$ cat config.mk
export PLATFORM = sky130hd
export DESIGN_NAME = misr
export DESIGN_NICKNAME = d
export VERILOG_FILES = /design/src/rtl/misr.sv
export SDC_FILE = /design/constraint.sdc
export NUM_CORES = 1
export LEC_CHECK = 0
export ABC_AREA = 0
export BUFFER_PORTS_ARGS = -buffer_cell sky130_fd_sc_hd__buf_2
export CAP_MARGIN = 20
export CORE_MARGIN = 8
export CORE_UTILIZATION = 49
export DETAILED_ROUTE_END_ITERATION = 8
export PLACE_DENSITY_LB_ADDON = 0.1
export SKIP_CTS_REPAIR_TIMING = 1
export SLEW_MARGIN = 5
export SYNTH_ARGS = -nofsm -noshare
export SYNTH_HDL_FRONTEND = slang
export SYNTH_SLANG_ARGS = --single-unit
$ cat constraint.sdc
create_clock -name clk -period 2 [get_ports clk]
set_input_delay 0.2 -clock clk [delete_from_list [all_inputs] [get_ports clk]]
set_output_delay 0.2 -clock clk [all_outputs]
set_load 0.05 [all_outputs]
$ cat src/rtl/misr.sv
// Multiple-input signature register: accepts a word count, folds that many CUT
// response words into an LFSR-style signature and hands it back to the controller.
module misr #(
  parameter int unsigned MISR_MSG_BITS = 32,
  parameter int unsigned COUNT_BITS    = 32,
  parameter int unsigned T1            = 1,
  parameter int unsigned T2            = 5,
  parameter int unsigned T3            = 6,
  parameter int unsigned T4            = 31
) (
  input  logic                     clk,
  input  logic                     reset,
  input  logic                     req_val,
  output logic                     req_rdy,
  input  logic [COUNT_BITS-1:0]    req_msg,
  input  logic                     cut_val,
  output logic                     cut_rdy,
  input  logic [MISR_MSG_BITS-1:0] cut_msg,
  output logic                     resp_val,
  input  logic                     resp_rdy,
  output logic [MISR_MSG_BITS-1:0] resp_msg
);

  typedef enum logic [1:0] {
    IDLE     = 2'd0,
    COMPRESS = 2'd1,
    DONE     = 2'd2
  } state_t;

  state_t                   state, state_n;
  logic [MISR_MSG_BITS-1:0] sig, sig_n;
  logic [COUNT_BITS-1:0]    remaining, remaining_n;
  logic                     fb;
  logic [MISR_MSG_BITS-1:0] sig_next_word;

  // Old MSB falls off the top; the tap parity enters at bit 0 before the XOR-in.
  assign fb            = sig[T1] ^ sig[T2] ^ sig[T3] ^ sig[T4];
  assign sig_next_word = {sig[MISR_MSG_BITS-2:0], fb} ^ cut_msg;

  always_ff @(posedge clk or posedge reset) begin
    if (reset) begin
      state     <= IDLE;
      sig       <= '0;
      remaining <= '0;
    end else begin
      state     <= state_n;
      sig       <= sig_n;
      remaining <= remaining_n;
    end
  end

  always_comb begin
    state_n     = state;
    sig_n       = sig;
    remaining_n = remaining;
    case (state)
      IDLE: begin
        if (req_val) begin
          sig_n       = '0;
          remaining_n = req_msg;
          state_n     = (req_msg != '0) ? COMPRESS : DONE;
        end
      end
      COMPRESS: begin
        if (cut_val) begin
          sig_n = sig_next_word;
          if (remaining != '0) begin
            remaining_n = remaining - COUNT_BITS'(1);
          end
          if (remaining == COUNT_BITS'(1)) begin
            state_n = DONE;
          end
        end
      end
      DONE: begin
        if (resp_rdy) begin
          state_n = IDLE;
        end
      end
      default: begin
        state_n = IDLE;
      end
    endcase
  end

  // Moore outputs: decoded from registered state only.
  always_comb begin
    req_rdy  = 1'b0;
    cut_rdy  = 1'b0;
    resp_val = 1'b0;
    resp_msg = '0;
    case (state)
      IDLE:     req_rdy = 1'b1;
      COMPRESS: cut_rdy = 1'b1;
      DONE: begin
        resp_val = 1'b1;
        resp_msg = sig;
      end
      default:  req_rdy = 1'b0;
    endcase
  end

endmodule

==> metrics <==
Worst Setup Start Kind flop; register clock-pin slew on the reported worst setup and hold paths 0.07 ns; standard-cell rows 33; Most used DFF post-synth dfrtp_1; setup ws final -0.00951 ns; Hold Violations, Final 0; Synth area leaders dfrtp_1 (40%), xnor2_1 (7.5%), o31ai_1 (5.7%); worst-path cell chain nor4_4 -> buf_4 -> nand4_4 -> o41a_1 -> buf_4 -> o21a_1 -> o22a_1; Avg WL per Cell 16.8 um; WP buf/inv 2; Max rail drop VDD 0.000663 V; synth warn 0; Synth cell types 54; Mapped Cells 464; hold_sp req_val; Layout area overhead 37.1%; clk sinks 66; combinational fraction of design power 0.555; root buf cell clkbuf_8; antenna-violating nets left 0; failing checks negative setup slack; n_diodes 0; initial core utilization 0.502; post-route setup TNS -0.0112 ns; dpl hpwl 8.84 mm; worst skew pair latency 0.35 ns; Worst Path Class, Setup reg2reg; Initial DRT Pass Iterations 5; number of buffers created by CTS 9; maximum clock path buffer count 2; die area 0.0115 mm^2; syn nets 535; status finished with violations; cells on worst reg2reg path 7; Synth area leader dfrtp_1; clock group share of total power 0.135; num ports 104; hold path endpoint state[0]$_DFFE_PP0P_; max incr delay on CP 0.44 ns; Syn Area/Cell 8.79 um^2; EDFF count, synth 0; sequential share of the synthesized area 0.405; Worst Path Max Fanout 9; core area 0.00813 mm^2; vias per inst 5.66; Area after DPL 0.00513 mm^2; Worst EP arrival 2.24 ns; Cells on Worst Hold Path 3; port bufs 103; synthesized area 0.00408 mm^2; largest net degree at the start of global routing 64; initial antenna violation count 0; Max Freq 0.498 GHz; most instantiated library cell after synthesis dfrtp_1; global route overflow 0; top cell type's share of synthesized area 0.405; switching pwr 3.68 mW; slowest CP cell dfrtp_1; drt drc 0; final setup fails 2; design area 0.00559 mm^2; Initial DRC Count 201; Worst Path Required 2.24 ns; Vias 4,139; Hold Crit Class in2reg; max-cap viol count 0; Final min period 2.01 ns; Switching Fraction 0.451; slew margin rel. 0.636; chip height 107 um; first-pass GRT wire length 19.1 mm; R2R Setup Slk -0.01 ns; GRT Overall Usage 0.204; CTS tree built; H-tree depth 3; reg-to-reg critical path endpoint remaining[20]$_DFFE_PP0P_; drt total wl 12.3 mm; Worst Skew 0.00604 ns; Pwr Density 1460 mW/mm^2; Worst Setup End Kind flop; share of cells above drive strength 1 0.367; Core Util, Final 0.688; Slew Viols, Final 0; internal power 4.47 mW; register bit total from synthesis 66; Die W 107 um; Leak Pwr 2.44 nW; Final Net Count 692; Worst path depth 7; Seq pwr share 0.310; Crit path max-delay family compound AO/OA/AOI/OAI gates; Worst path most repeated cell buf_4; number of global-route vias before repair 4,024; worst-margin pin slew 0.546 ns; setup repair after global routing missed its margin true; Placer Congestion 0.864; asr flop ratio synth 1.00; R2R Path Start remaining[11]$_DFFE_PP0P_; Period Utilization, post-route 1.00; top post-synthesis cells by count dfrtp_1 (66), nand2_1 (55), xnor2_1 (35)
==> kinds of logic (layout without fill, tap and decap cells) <==
kind of cell	Yosys count	after routing	synth area share
AOI/OAI and AO/OA	142	142	0.233
DFF	66	66	0.405
and+or+nand+nor	182	182	0.242
buffers and inverters	35	197	0.0337
xor gates and xnor gates	35	35	0.0751
muxes	2	2	0.00491
adders and majority gates	2	2	0.00613
==> cell type report <==
type,count,area (um^2)
clock inverters,5,55.1
clock buffers,11,131
fillers,664,2540
flip-flops and latches,66,1650
well taps,105,131
multi-input cells,363,2470
repair buffers,176,1140
inverters,5,18.8
==> layout by cell type (no fill, tap or decap), drive strengths merged, types with 5 or more instances in the layout <==
cell type  netlist  routed
xnor2           35      35
o21ai           32      32
clkbuf          20      12
nor3            13      13
o21a             5       5
nand4            6       6
a21oi           33      33
dfrtp           66      66
nand2           55      55
a22oi            5       5
inv              5       5
nor4            18      18
nor2            31      31
buf             10     174
o31ai           31      31
and2            34      34
==> layer usage <==
layer,part of all wire,GRT usage
met5,0,0
met2,0.50,0.333
met3,0.065,0.0485
met1,0.42,0.258
met4,0.014,0.0663
==> power groups by stage <==
stage                     registers [mW]  clock network (mW)  logic [mW]
after floorplan                     2.45                   0        2.74
after global placement              2.44                   0        4.05
after detailed placement            2.46                   0        4.12
after CTS                           2.44                1.13        4.14
after global routing                2.59                1.18        4.96
final                               2.52                1.10        4.52
==> through the flow <==
step,worst slack (ns),hold slack [ns],power [mW],cells
floorplan,-0.0344,0.335,5.18,464
global placement,0.0102,0.277,6.49,704
detailed placement,-0.0904,0.282,6.58,704
CTS,-0.0899,-0.101,7.71,720
global route,-0.0671,0.129,8.73,731
finish,-0.00951,0.117,8.15,731
==> worst max path at each step <==
stage,endpoint,from
5_1_grt,remaining[18]$_DFFE_PP0P_,remaining[26]$_DFFE_PP0P_
2_1_floorplan,remaining[30]$_DFFE_PP0P_,remaining[23]$_DFFE_PP0P_
4_1_cts,remaining[25]$_DFFE_PP0P_,remaining[0]$_DFFE_PP0P_
6_report,remaining[20]$_DFFE_PP0P_,remaining[11]$_DFFE_PP0P_
3_5_place_dp,remaining[25]$_DFFE_PP0P_,remaining[0]$_DFFE_PP0P_
3_3_place_gp,remaining[30]$_DFFE_PP0P_,remaining[0]$_DFFE_PP0P_
==> tightest hold or removal path: cells and delay by family <==
family | cells | cell delay (ns)
AND/OR/NAND/NOR | 1 | 0.05
AO/OA/AOI/OAI | 1 | 0.06
buffers and inverters | 1 | 0.12
==> sequential cells by signal (all words and copies together) (netlist names) <==
register   cells
remaining     32
state          2
sig           32
Power figures use the tool's default switching activity.
